[src/rtl/bitmap_addr_gen.sv]
// Bitmap address generator: X/Y pixel registers, bitmode DRAM nibble addressing and X/Y auto-step.
// Optional CPU readback of X/Y is built when BITMAP_READBACK_EN is defined.
module bitmap_addr_gen #(
  parameter logic [15:0] ADDR_X  = 16'h0000,
  parameter logic [15:0] ADDR_Y  = 16'h0001,
  parameter logic [15:0] ADDR_BM = 16'h0002
) (
  input  logic        clk,
  input  logic        reset_n,
  input  logic        cpu_start,
  input  logic        cpu_end,
  input  logic [15:0] AB,
  input  logic        BRWn,
  input  logic [7:0]  BD,
  input  logic        xinc_n,
  input  logic        yinc_n,
  input  logic        xdir,
  input  logic        ydir,
  output logic [14:0] DRBA,
  output logic        BITMDn,
  output logic        PIXA,
  output logic [7:0]  xy_to_cpu,
  output logic        xy_rd_hit
);

  // state | meaning
  // IDLE  | no CPU cycle in progress
  // CYCLE | between cpu_start and cpu_end; address and hit flags held
  typedef enum logic {IDLE, CYCLE} state_t;

  state_t      state, state_nxt;
  logic [7:0]  x, y, x_nxt, y_nxt;
  logic        bm_q, rd_q, hx_q, hy_q;
  logic        ab_bm, ab_hx, ab_hy;
  logic        cur_bm, cur_rd, cur_hx, cur_hy, act;
  logic [14:0] drba_nxt;
  logic        bitmd_n_nxt, pixa_nxt;

  assign ab_bm = (AB == ADDR_BM);
  assign ab_hx = (AB == ADDR_X);
  assign ab_hy = (AB == ADDR_Y);

  // A start and end in the same clk act on the live bus, not the stale latch.
  assign cur_bm = cpu_start ? ab_bm : bm_q;
  assign cur_rd = cpu_start ? BRWn  : rd_q;
  assign cur_hx = cpu_start ? ab_hx : hx_q;
  assign cur_hy = cpu_start ? ab_hy : hy_q;
  assign act    = cpu_end && (cpu_start || state == CYCLE);

  always_ff @(posedge clk or negedge reset_n) begin
    if (!reset_n) state <= IDLE;
    else          state <= state_nxt;
  end

  always_comb begin
    state_nxt = state;
    if (cpu_start)
      state_nxt = cpu_end ? IDLE : CYCLE;
    else if (cpu_end && state == CYCLE)
      state_nxt = IDLE;
  end

  always_comb begin
    x_nxt       = x;
    y_nxt       = y;
    drba_nxt    = DRBA;
    bitmd_n_nxt = BITMDn;
    pixa_nxt    = PIXA;
    if (act) begin
      if (cur_bm) begin
        if (!xinc_n) x_nxt = xdir ? x - 8'd1 : x + 8'd1;
        if (!yinc_n) y_nxt = ydir ? y - 8'd1 : y + 8'd1;
      end else if (!cur_rd) begin
        if (cur_hx) x_nxt = BD;
        if (cur_hy) y_nxt = BD;
      end
    end
    if (cpu_start) begin
      drba_nxt    = ab_bm ? {y, x[7:1]} : AB[14:0];
      bitmd_n_nxt = !ab_bm;
      pixa_nxt    = x[0];
    end else if (cpu_end || state == IDLE) begin
      bitmd_n_nxt = 1'b1;
    end
  end

  always_ff @(posedge clk or negedge reset_n) begin
    if (!reset_n) begin
      x      <= 8'h00;
      y      <= 8'h00;
      bm_q   <= 1'b0;
      rd_q   <= 1'b1;
      hx_q   <= 1'b0;
      hy_q   <= 1'b0;
      DRBA   <= 15'h0000;
      BITMDn <= 1'b1;
      PIXA   <= 1'b0;
    end else begin
      x      <= x_nxt;
      y      <= y_nxt;
      DRBA   <= drba_nxt;
      BITMDn <= bitmd_n_nxt;
      PIXA   <= pixa_nxt;
      if (cpu_start) begin
        bm_q <= ab_bm;
        rd_q <= BRWn;
        hx_q <= ab_hx;
        hy_q <= ab_hy;
      end
    end
  end

`ifdef BITMAP_READBACK_EN
  logic [7:0] rb_data_nxt;
  logic       rb_hit_nxt;

  always_comb begin
    rb_data_nxt = xy_to_cpu;
    rb_hit_nxt  = xy_rd_hit;
    if (cpu_start) begin
      rb_hit_nxt  = BRWn && (ab_hx || ab_hy);
      rb_data_nxt = !BRWn ? 8'hFF : ab_hx ? x : ab_hy ? y : 8'hFF;
    end else if (cpu_end || state == IDLE) begin
      rb_hit_nxt  = 1'b0;
      rb_data_nxt = 8'hFF;
    end
  end

  always_ff @(posedge clk or negedge reset_n) begin
    if (!reset_n) begin
      xy_to_cpu <= 8'hFF;
      xy_rd_hit <= 1'b0;
    end else begin
      xy_to_cpu <= rb_data_nxt;
      xy_rd_hit <= rb_hit_nxt;
    end
  end
`else
  assign xy_to_cpu = 8'hFF;
  assign xy_rd_hit = 1'b0;
`endif

endmodule

[config.mk]
export PLATFORM = sky130hd
export DESIGN_NAME = bitmap_addr_gen
export DESIGN_NICKNAME = d
export VERILOG_FILES = /design/src/rtl/bitmap_addr_gen.sv
export SDC_FILE = /design/constraint.sdc
export NUM_CORES = 1
export LEC_CHECK = 0
export ABC_AREA = 1
export BUFFER_PORTS_ARGS = -buffer_cell sky130_fd_sc_hd__buf_2
export CORE_MARGIN = 2
export CORE_UTILIZATION = 55
export DETAILED_ROUTE_END_ITERATION = 8
export GPL_TIMING_DRIVEN = 0
export HOLD_SLACK_MARGIN = 0.12
export PLACE_DENSITY_LB_ADDON = 0.2
export SLEW_MARGIN = 15
export SYNTH_ARGS = -nofsm -noshare
export SYNTH_HDL_FRONTEND = slang
export SYNTH_SLANG_ARGS = --single-unit
[constraint.sdc]
create_clock -name clk -period 2.18 [get_ports clk]
set_clock_uncertainty 0.2 [all_clocks]
set_input_delay 0.109 -clock clk [delete_from_list [all_inputs] [get_ports clk]]
set_output_delay 0.109 -clock clk [all_outputs]
set_load 0.1 [all_outputs]
# Yosys cells after proc, flatten, opt, wreduce, memory -nomap -nowiden
# Cells that the tools add are included.
[totals]
output_inout_bits = 26
word_cells = 52
register_bits = 38
[op_classes]
n_eq_ne = 5
n_reduce_logical = 12
n_addsub = 4
bitwise_logic = 1
n_mux = 20
[ops]
columns = ["operator", "count"]
rows = [
  ["$mux 8", 10],
  ["$add 8x1->8 const B", 2],
  ["$eq 16x1->1 const B", 1],
  ["$eq 16x2->1 const B", 1],
  ["$logic_not 16->1", 1],
  ["$sub 8x1->8 const B", 2],
  ["$mux 15", 1],
  ["$mux 1", 9],
  ["$reduce_and 4->1", 2],
  ["$reduce_bool 2->1", 4],
  ["$ne 2x2->1 const B", 3],
  ["$logic_and 1x1->1", 2],
  ["$logic_or 1x1->1", 2],
  ["$logic_not 1->1", 1],
  ["$not 1->1", 1],
]

# Logic depth before layout (Yosys ltp)
[depth]
word_depth = 5
depth_mapped = 12

# Least setup slack after synthesis
# No wires, ideal clock.
[synth_timing]
path_type = "flip-flop to flip-flop"
startpoint = "register y[0]"
endpoint = "register y[4]"
required_time_ns = 1.915
synth_period_minus_slack_ns = 1.721
path_buffers = 0
arrival_time_ns = 1.456
path_slack_ns = 0.459
setup_ns = 0.065
stages_incl_launch_ff = 11
path_cell_list = "dfrtp_1 -> inv_1 -> fa_1 -> inv_1 -> nand3_1 -> a21o_1 -> nand2_1 -> nand2_1 -> nand2_1 -> nand3_1 -> nand2_1"
[synth_between]
elab_chain_len = 4
[synth_lines]
columns = ["item", "line_no", "source"]
rows = [
  ["start: declaration", "32", "logic [7:0] x, y, x_nxt, y_nxt;"],
  ["start signal: assignment", "100", "y <= y_nxt;"],
  ["$add 8x1->8 or $sub 8x1->8 (tied branches)", "72", "if (!yinc_n) y_nxt = ydir ? y - 8'd1 : y + 8'd1;"],
  ["$mux 8 (*) (2 in a row)", "72", ""],
  ["$mux 8 (*)", "70", "if (cur_bm) begin"],
]
# Every way passes the cells marked *; elsewhere a longest branch is shown, timed or not. The select of a mux whose other input is x is not followed.
# A chain may end at the register's enable or synchronous reset.

# Worst setup path after layout
[layout_timing]
startpoint = "input AB[15]"
endpoint = "register DRBA[12]"
[layout_between]
elab_chain_len = 2
[layout_lines]
columns = ["item", "line_no", "source"]
rows = [
  ["start: declaration", "12", "input logic [15:0] AB,"],
  ["$eq 16x2->1", "39", "assign ab_bm = (AB == ADDR_BM);"],
  ["$mux 15", "79", "drba_nxt = ab_bm ? {y, x[7:1]} : AB[14:0];"],
  ["end signal: assignment", "101", "DRBA <= drba_nxt;"],
  ["end: declaration", "19", "output logic [14:0] DRBA,"],
]
# No other way between the ends.

==> flow_summary.toml <==
[run_status]
status = "completed"

[clock_network]
cts_buffer_depth = 2
clk_latency_ns = 0.29
post-cts-setup-buffers = 0
cts.sinks = 38
htreeDepth = 2
clkSlewWorstSetupHoldPaths_ns = 0.07
cts_buffers = 5
root_buffer = "clkbuf_8"
cts_tree = "built"

[sta]
fmax_mhz = 488
hold_viol_final = 0
fin_crit_sh = 0.941
rsz0062_at_grt = "no"
period_minus_slack_ns = 2.05
setup_viol = 0
relSlewSlack = 0.449
worst_pin_slew_ns = 0.827
fin_tns_setup_ns = 0
finalMaxSlewViolations = 0

[route]
drt_pass1_iterations = 4
antenna_left = 0
vias = 2707
drt-initial-drc-count = 140
wl_um = 6840
post_drt_via_cell_ratio = 4.87
routedWlPerCell_um = 12.3
drcViolationCount = 0

[logic_synthesis]
ys.warnings.count = 0
synth_seq_cells = 38
synth_cell_types = 33
seq_area_frac_synth = 0.351
syn_area_per_cell_um2 = 6.90
synth_area_um2 = 2720
syn_inst = 394

[power]
combPwrFrac = 0.302
ir_worst_vdd_uv = 262
clock_power_share = 0.278
power.density_nw_per_um2 = 512
p_switching_mw = 0.657
pwr-share-seq = 0.420
p_int_mw = 1.13
switching_share = 0.368
p_leak_nw = 1.93
p_total_mw = 1.78

[critical_path]
cp.arrival_ns = 2.05
regToRegSetupSlack_ns = 0.23
crit_top_cell = "nand2_1"
crit_type = "input pin to flop"
max_stage_delay_ns = 0.55
critPathSlowestCell = "dlygate4sd3_1"
crit_family = "buffers and inverters"
start_kind = "input pin"
cp_max_fo = 10
cp.buffers_inverters = 4
worstPathRequired_ns = 2.18
crit_chain = "dlygate4sd3_1 > buf_2 > nor2_1 > nand2_1 > nor2_4 > nand2_1 > inv_1 > buf_2 > nand2_1 > a21oi_1"
cp-end-kind = "flop"

[global_route]
grt-busiest-layer = "met2"
grtUsageMet3 = 0.0325
grt_pass1_vias = 2588
use_met2 = 0.466
grt-ovfl-total = 0
met1_usage = 0.335
grt_antenna_before_repair = 0
grt.total_usage = 0.264
grt_pass1_wl_um = 11300
grt_start_max_net_pins = 39

[floorplanning]
die_w_um = 74.3
core_um2 = 4750
io-pin-count = 59
design.die.area_um2 = 5520
dieHeight_um = 74.3
rows = 25
start_util = 0.572

[cells_and_area]
final_common_cell = "nand2_1"
syn2layout_area_growth_pct = 28.2
final_cell_mix = "nand2_1 (148), buf_2 (53), inv_1 (43), nor2_1 (42), nand3_1 (39)"
antenna_cells = 0
nets = 535
fillers = 396
final_layout_size_suffix_gt1_frac = 0.188

[placed_design]
dp_hpwl_um = 4870
gp_congestion = 0.869
port_buffers = 49

[job]
max_cap_violations = 0

[worst_hold_path]
hold_class = "input pin to asynchronous set/reset pin"
==> cell families (layout without fill, tap and decap cells) <==
group,count (synthesis),after routing,share of synthesized area
simple gates,248,248,0.398
buf+inv,61,149,0.108
flops,38,38,0.351
compound gates,25,25,0.0516
fa+ha+maj,14,14,0.0700
xor+xnor,6,6,0.0193
other cells,2,9,0.00276
==> registers in the layout, summed over array words and instances (netlist names) <==
register	flops
state	1
hy_q	1
y	8
x	8
rd_q	1
DRBA	15
hx_q	1
bm_q	1
BITMDn	1
PIXA	1
==> routing by layer <==
layer  share of wire  routed length, um  vias up
met5               0                  0        -
met4           0.019                131        0
met3           0.045                310       15
met2            0.48               3290       88
met1            0.45               3110     1206
li1                -                  -     1398
==> stage by stage <==
stage               setup WS, ns  cells  hold WS [ns]  cell area, um2   util
floorplan                  0.459    401        -0.387            2740      -
global placement           0.269    517        0.0462            3070  0.646
detailed placement         0.238    517        0.0497            3070  0.646
CTS                        0.220    556         0.280            3470  0.731
global route              0.0197    556         0.308            3480  0.733
finish                     0.129    556         0.249            3480  0.733
==> path summary, 6_finish.rpt <==
path / from / endpoint / depth (start not counted)
setup / recovery: AB[15] / DRBA[12]$_DFFE_PN0P_ / 10
hold / removal: reset_n / DRBA[3]$_DFFE_PN0P_ / 2
setup reg to reg: y[0]$_DFFE_PN0P_ / y[4]$_DFFE_PN0P_ / 10
hold reg to reg: hy_q$_DFF_PN0_ / hy_q$_DFF_PN0_ / 2
max in group asynchronous: reset_n / DRBA[11]$_DFFE_PN0P_ / 2
min in group clk: hy_q$_DFF_PN0_ / hy_q$_DFF_PN0_ / 2
==> final cells by class <==
type	count	area, um2	share of cell area
timing repair buffer	80	556	0.159
tap	67	83.8	0.0241
inverter	45	171	0.0492
buffer	16	121	0.0348
multi-input combinational	302	1510	0.432
clock buffer	7	86.3	0.0248
sequential	38	953	0.274
clock inverter	1	5.00	0.00144
==> synthesized netlist by cell type <==
master,number,area [um2]
nor2_2,1,6.26
buf_4,9,67.6
nand3_4,1,17.5
nand2_1,148,556
buf_8,2,30.0
clkbuf_1,1,3.75
a21oi_1,18,90.1
ha_1,12,150
nand4_1,2,12.5
o211ai_1,1,7.51
o41ai_1,1,8.76
nor2_1,42,158
inv_4,1,6.26
inv_1,43,161
nand2_4,5,56.3
nand3_1,39,195
a21o_1,2,15.0
conb_1,2,7.51
a31oi_1,1,6.26
inv_2,1,3.75
o21a_1,1,7.51
or2_2,1,6.26
dfrtp_1,36,901
nand2_2,5,31.3
o21ai_0,1,5.00
nor2_4,2,22.5
xor2_1,1,8.76
nor3_2,1,10.0
dfstp_2,2,52.6
xnor2_1,5,43.8
fa_1,2,40.0
buf_2,4,20.0
nand3_2,1,10.0
==> repair_timing <==
action / in CTS / in global routing
gates resized for setup: 0 / 1
endpoints found under the setup margin: 0 / 1
hold buffers: 31 / 0
endpoints found under the hold margin: 72 / 0
==> worst register-to-register path, cell delays in order (launching register included) <==
cell	delay (ns)
dfrtp_1	0.44
inv_1	0.11
fa_1	0.46
inv_1	0.09
nand3_1	0.09
a21o_1	0.19
nand2_1	0.05
nand2_1	0.05
nand2_1	0.07
nand3_1	0.08
nand2_1	0.07
==> power by group through the flow <==
stage | Combinational (mW) | Sequential (mW) | Clock [mW]
after detailed placement | 0.490 | 0.760 | 0
after global routing | 0.572 | 0.751 | 0.530
after CTS | 0.531 | 0.747 | 0.503
final | 0.538 | 0.748 | 0.496
after floorplan | 0.197 | 0.946 | 0
after global placement | 0.485 | 0.759 | 0
No activity file was read; power rests on OpenSTA's default activity.
